**src/rtl/ptr_sync_multi.sv**
```systemverilog
// ptr_sync_multi
//   Multi-channel pointer synchroniser for the pointer crossings of async
//   FIFO / AXIS data-FIFO cores. Each channel samples its asynchronous
//   pointer through NUM_STG back-to-back flops. It can optionally require the
//   sampled value to stay stable for FILTER_CYC extra cycles before it is
//   accepted. In Gray mode it converts the accepted value to binary and
//   flags any accepted change of more than one bit.
//
//   A value first sampled on edge k appears on ptr_out NUM_STG+FILTER_CYC
//   edges later. It is still flagged by ptr_upd for one cycle.
//
// Ports
//   clk         single clock for all state
//   rst         synchronous, active-high reset (clears every flop)
//   ptr_in      NUM_CH async pointers, channel c at [c*PTR_W +: PTR_W]
//   err_clr     clears err_sticky on all channels (a new err wins)
//   ptr_out     registered synchronised pointer (binary when GRAY_IN=1)
//   ptr_upd     one-cycle pulse per channel when ptr_out changed
//   err         one-cycle pulse per channel on an illegal multi-bit Gray jump
//   err_sticky  latched err, held until err_clr
module ptr_sync_multi #(
  parameter int FIFO_DEPTH = 16,
  parameter int NUM_STG    = 2,
  parameter int NUM_CH     = 1,
  parameter int GRAY_IN    = 1,
  parameter int FILTER_CYC = 0
) (
  input  logic                                         clk,
  input  logic                                         rst,
  input  logic [NUM_CH*($clog2(FIFO_DEPTH)+1)-1:0]     ptr_in,
  input  logic                                         err_clr,
  output logic [NUM_CH*($clog2(FIFO_DEPTH)+1)-1:0]     ptr_out,
  output logic [NUM_CH-1:0]                            ptr_upd,
  output logic [NUM_CH-1:0]                            err,
  output logic [NUM_CH-1:0]                            err_sticky
);

  localparam int PTR_W = $clog2(FIFO_DEPTH) + 1;
  localparam int CNT_W = (FILTER_CYC > 1) ? $clog2(FILTER_CYC) : 1;

  function automatic logic [PTR_W-1:0] gray2bin(input logic [PTR_W-1:0] g);
    logic [PTR_W-1:0] b;
    b[PTR_W-1] = g[PTR_W-1];
    for (int i = PTR_W - 2; i >= 0; i--) begin
      b[i] = b[i+1] ^ g[i];
    end
    return b;
  endfunction

  for (genvar gi = 0; gi < NUM_CH; gi++) begin : g_ch
    // Pure flop-to-flop chain so the placer can pack it tightly.
    (* ASYNC_REG = "TRUE" *) logic [PTR_W-1:0] stg_reg [NUM_STG];

    logic [PTR_W-1:0] s;
    logic [PTR_W-1:0] held_reg;
    logic [PTR_W-1:0] out_reg;
    logic [PTR_W-1:0] diff;
    logic             accept;
    logic             change;
    logic             jump;
    logic             upd_reg;
    logic             err_reg;
    logic             sticky_reg;

    assign s = stg_reg[NUM_STG-1];

    always_ff @(posedge clk) begin
      if (rst) begin
        for (int i = 0; i < NUM_STG; i++) begin
          stg_reg[i] <= '0;
        end
      end else begin
        stg_reg[0] <= ptr_in[gi*PTR_W +: PTR_W];
        for (int i = 1; i < NUM_STG; i++) begin
          stg_reg[i] <= stg_reg[i-1];
        end
      end
    end

    if (FILTER_CYC > 0) begin : g_filt
      localparam logic [CNT_W-1:0] CNT_MAX = CNT_W'(FILTER_CYC - 1);

      logic [PTR_W-1:0] prev_reg;
      logic [CNT_W-1:0] cnt_reg;

      // cnt counts consecutive equal samples and saturates at F-1. Accept once
      // the last F+1 samples agree.
      always_ff @(posedge clk) begin
        if (rst) begin
          prev_reg <= '0;
          cnt_reg  <= '0;
        end else begin
          prev_reg <= s;
          if (s != prev_reg) begin
            cnt_reg <= '0;
          end else if (cnt_reg != CNT_MAX) begin
            cnt_reg <= cnt_reg + CNT_W'(1);
          end
        end
      end

      assign accept = (s == prev_reg) && (cnt_reg == CNT_MAX);
    end else begin : g_nofilt
      assign accept = 1'b1;
    end

    assign change = accept && (s != held_reg);
    assign diff   = s ^ held_reg;
    // More than one bit set <=> clearing the lowest set bit leaves something.
    assign jump   = (GRAY_IN != 0) && (|(diff & (diff - PTR_W'(1))));

    always_ff @(posedge clk) begin
      if (rst) begin
        held_reg   <= '0;
        out_reg    <= '0;
        upd_reg    <= 1'b0;
        err_reg    <= 1'b0;
        sticky_reg <= 1'b0;
      end else begin
        upd_reg <= 1'b0;
        err_reg <= 1'b0;
        if (change) begin
          held_reg <= s;
          out_reg  <= (GRAY_IN != 0) ? gray2bin(s) : s;
          upd_reg  <= 1'b1;
          err_reg  <= jump;
        end
        if (change && jump) begin
          sticky_reg <= 1'b1;
        end else if (err_clr) begin
          sticky_reg <= 1'b0;
        end
      end
    end

    assign ptr_out[gi*PTR_W +: PTR_W] = out_reg;
    assign ptr_upd[gi]                = upd_reg;
    assign err[gi]                    = err_reg;
    assign err_sticky[gi]             = sticky_reg;
  end

endmodule
```
**config.mk**
```make
export PLATFORM = sky130hd
export DESIGN_NAME = ptr_sync_multi
export DESIGN_NICKNAME = d
export VERILOG_FILES = /design/src/rtl/ptr_sync_multi.sv
export SDC_FILE = /design/constraint.sdc
export NUM_CORES = 1
export LEC_CHECK = 0
export CAP_MARGIN = 20
export CORE_UTILIZATION = 48
export CTS_CLUSTER_DIAMETER = 50
export DETAILED_ROUTE_END_ITERATION = 16
export GPL_ROUTABILITY_DRIVEN = 0
export GPL_TIMING_DRIVEN = 0
export PLACE_DENSITY = 0.84
export REMOVE_ABC_BUFFERS = 1
export SLEW_MARGIN = 10
export SYNTH_ARGS = -nofsm -noshare
export SYNTH_HDL_FRONTEND = slang
export SYNTH_SLANG_ARGS = --single-unit
```
**constraint.sdc**
```tcl
create_clock -name clk -period 2 [get_ports clk]
set_input_delay 0.4 -clock clk [delete_from_list [all_inputs] [get_ports clk]]
set_output_delay 0.4 -clock clk [all_outputs]
set_load 0.03 [all_outputs]
```
=== Word-level counts from Yosys, hierarchy flattened ===
Memory sizes are Yosys's and may differ from the RTL's.
Index checks and enable logic that the tools add are counted.
W data, S select, Z words.

* Register bits: 13
* Latch bits: 0
* Bits in writable memories: 10
* Bits in read-only memories: 0
* Bits of input ports: 8
* Output and inout bits: 8
* Memories kept: 1

{| class="wikitable"
|+ Memories
! name !! depth !! bits a word !! rd ports !! clocked after Yosys merged registers in !! write ports !! RTL line !! source
|-
| g_ch[0].stg_reg || 2 || 5 || 2 || 0 || 2 || 52 || <nowiki>(* ASYNC_REG = "TRUE" *) logic [PTR_W-1:0] stg_reg [NUM_STG];</nowiki>
|}

* Add/sub/neg operators: 1
* $mul: 0
* Divide/modulo/power cells: 0
* Order comparisons: 0
* Equality and inequality tests: 1
* Shift-type cells: 0
* Multiplexer cells: 8
* Bitwise operators: 9
* Reductions and logical operators: 4

{| class="wikitable"
|+ Operators by type and width
! kind !! count
|-
| $mux W5 || 2
|-
| $mux W1 || 6
|-
| $and A5 B5 Y5 || 1
|-
| $ne A5 B5 Y1 || 1
|-
| $reduce_or A5 Y1 || 1
|-
| $sub A5 B1 Y5 const B || 1
|-
| $xor A5 B5 Y5 || 1
|-
| $xor A1 B1 Y1 || 4
|-
| $or A1 B1 Y1 || 2
|-
| $reduce_bool A2 Y1 || 1
|-
| $reduce_or A2 Y1 || 1
|-
| $logic_and A1 B1 Y1 || 1
|-
| $not A1 Y1 || 1
|}

=== Depth between registers and ports, before layout ===
An unclocked memory read counts as a cell.

* Word-level depth: 7
* Gate-level depth with buffers: 4
* Gate-level depth less buffers: 4

=== Least setup slack after synthesis ===
No wires, ideal clock.

* Kind: reg2reg
* From: mem g_ch[0].stg_reg[0][7] (netlist name)
* To: reg g_ch[0].out_reg[0] (netlist: ptr_out[0])
* Library setup time: 115 ps
* Arrival: 1274 ps
* Data required time: 1885 ps
* Setup slack: 610 ps
* Cell stages (with the launch flop): 5
* Path buffers: 0
* Clock period less this slack: 1390 ps
* Path through: dfxtp_1 xor3_1 xor2_1 or2_0 a31o_1

{| class="wikitable"
|+ RTL lines
! what !! RTL line !! source
|-
| start: declaration || 52 ||
|-
| end signal: assignment || 124 || <nowiki>out_reg <= (GRAY_IN != 0) ? gray2bin(s) : s;</nowiki>
|-
| end: declaration || 56 || <nowiki>logic [PTR_W-1:0] out_reg;</nowiki>
|}

==> impl_metrics.toml <==
[status]
outcome = "completed"

[global_route]
grt-ovfl-total = 0
grt_pass1_vias = 541
antenna_found_initial = 0
grt_pass1_wl_um = 1970
grt_start_max_net_pins = 23
grt.total_usage_pct = 14.4

[finish]
diodes = 0
nets = 97
final_cells = 104
stdcell_area_um2 = 983
area_delta_synth_final_pct = 24.2
drive_gt1_share_pct = 10.2
largest_reg_flops = 10
post-route-util_pct = 64.5

[detailed_routing]
drtAntennaViolNets = 0
routed_wl_um = 1090
vias = 541
first_iter_violations = 1
wire_per_inst_um = 10.5
drc = 0
avgViaCountPerCell = 5.20
first_pass_iters = 2

[floorplan]
io_pins = 16
die_area_um2 = 1820
core_area_um2 = 1520
std_cell_rows = 14
start_util_pct = 52.0
die-height_um = 42.6
die_w_um = 42.6

[worst_setup_path]
worstPathMaxFanout = 2
crit_path_start_kind = "flip-flop"
path_cells = "clkdlybuf4s50_1"
max_stage_delay_ps = 670
arrival_ps = 1330
crit_buf_inv = 1
critical-path-slowest-cell = "clkdlybuf4s50_1"
critPathKind = "flip-flop to primary output"
critical_path.endpoint_type = "primary output"
required_ps = 1600
cpLargestDelayFamily = "buffers and inverters"

[synthesis]
synth_seq_area_share_pct = 55.6
syn_inst = 72
ys_ff_latch = 22
synth_area_per_cell_um2 = 11.0
synth_cell_types = 21
synth_area_um2 = 792
synth_warnings = 0

[clocking]
clk_path_buf_depth = 2
cts_max_level = 1
clk_pin_slew_ps = 110
worstSkewPairLatency_ps = 300
cts_sinks = 22
cts-resized-gates = 0
cts_hold_buf = 0
clock-root-buffer = "clkbuf_4"
cts_buffers = 3
postCtsSetupBuffers = 0
cts_tree = "yes"

[sta]
min_period_over_period_pct = 86.7
finalHoldViolations = 0
period_needed_ps = 1730
setup_viol = 0
relSlewSlack_pct = 48.7
fmax_mhz = 577
tns_ps = 0
skew_ps = 2.77
grt_setup_unrepaired = "false"
slew_viol_final = 0
worstMarginPinSlew_ps = 767

[placement]
numPortBuffers = 15
post_dp_cell_area_um2 = 947
dpl.cell_count = 100

[pwr]
power_leakage_nw = 0.407
power_density_nw_per_um2 = 883
max-vdd-ir-drop_v = 0.000547
finalPower_w = 0.000868

[job]
maxCapViolations = 0

[hold_path]
hold_path.class = "flip-flop to flip-flop"
==> worst paths after layout <==
check | slack, ps | cells after the start | startpoint | to
hold / removal | 450 | 1 | g_ch[0].stg_reg[0][0] | g_ch[0].stg_reg[0][5]
setup reg to reg | 480 | 4 | g_ch[0].stg_reg[0][7] | ptr_out[0]
hold reg to reg | 450 | 1 | g_ch[0].stg_reg[0][0] | g_ch[0].stg_reg[0][5]
setup / recovery | 270 | 1 | g_ch[0].held_reg[4] | ptr_out[4]
==> per-stage QoR <==
| step | hold slack [ps] | worst slack (ps) |
|---|---|---|
| after floorplan | 414 | 610 |
| after global placement | 417 | 123 |
| after detailed placement | 425 | 112 |
| after CTS | 453 | 251 |
| after global routing | 456 | 204 |
| final | 448 | 267 |
==> layout by cell type, fill, tap and decap left out <==
cell             instances
a21oi_1                  4
or2_2                    1
or2_0                    1
o21ai_0                  2
nand3_1                  1
clkbuf_4                 3
a31o_1                   1
clkdlybuf4s50_1         15
a21o_1                   1
nand2_1                  2
nor3_2                   1
dfxtp_1                 22
xor2_1                   7
or3_4                    1
nor2_1                   2
nor3_1                   4
clkbuf_8                 1
a221oi_2                 1
nor4b_2                  1
nor2b_1                 15
xor3_1                   1
a211oi_1                 1
==> synth_stat cells <==
master	n	share of area (%)
a31o_1	1	1.1
a21oi_1	4	2.5
a21o_1	1	0.95
dfxtp_1	22	56
nor3_2	1	1.3
buf_4	1	0.95
or3_4	1	1.4
xor2_1	7	7.7
nand3_1	1	0.63
nor2_1	2	0.95
clkbuf_1	2	0.95
xor3_1	1	3.0
nor2b_1	15	12
nor3_1	4	2.5
or2_2	1	0.79
a211oi_1	1	0.95
a221oi_2	1	1.9
o21ai_0	2	1.3
nor4b_2	1	1.9
nand2_1	2	0.95
or2_0	1	0.79
==> metal layers <==
metal | vias up | part of all wire [%] | global-route usage, % | wire length (um)
met2 | 17 | 49 | 26.7 | 539
met5 | - | 0 | 0 | 0
met1 | 250 | 44 | 14.3 | 480
met3 | 4 | 4.6 | 2.59 | 50
li1 | 270 | - | - | -
met4 | 0 | 2.1 | 9.38 | 23
==> area by class of cell <==
type / instances / area, um^2
clock buffers: 4 / 36.3
well taps: 16 / 20.0
flip-flops and latches: 22 / 440
repair buffers: 15 / 150
fillers: 138 / 541
multi-input cells: 47 / 337
==> power by group <==
group	total, W	leakage (nW)	internal (W)	switching, W
Combinational	0.000155	0.205	0.0000743	0.0000811
Sequential	0.000478	0.181	0.000465	0.0000125
Clock	0.000235	0.0210	0.000111	0.000124
Total	0.000868	0.407	0.000651	0.000217
==> kinds of logic (layout without fill, tap and decap cells) <==
logic type / count (synthesis) / count (layout) / share of synthesized area [%]
xor+xnor: 8 / 8 / 10.7
simple gates: 29 / 29 / 23.1
flops: 22 / 22 / 55.6
compound gates: 10 / 10 / 8.69
buf+inv: 3 / 19 / 1.90
(Power assumes the default switching activity.)
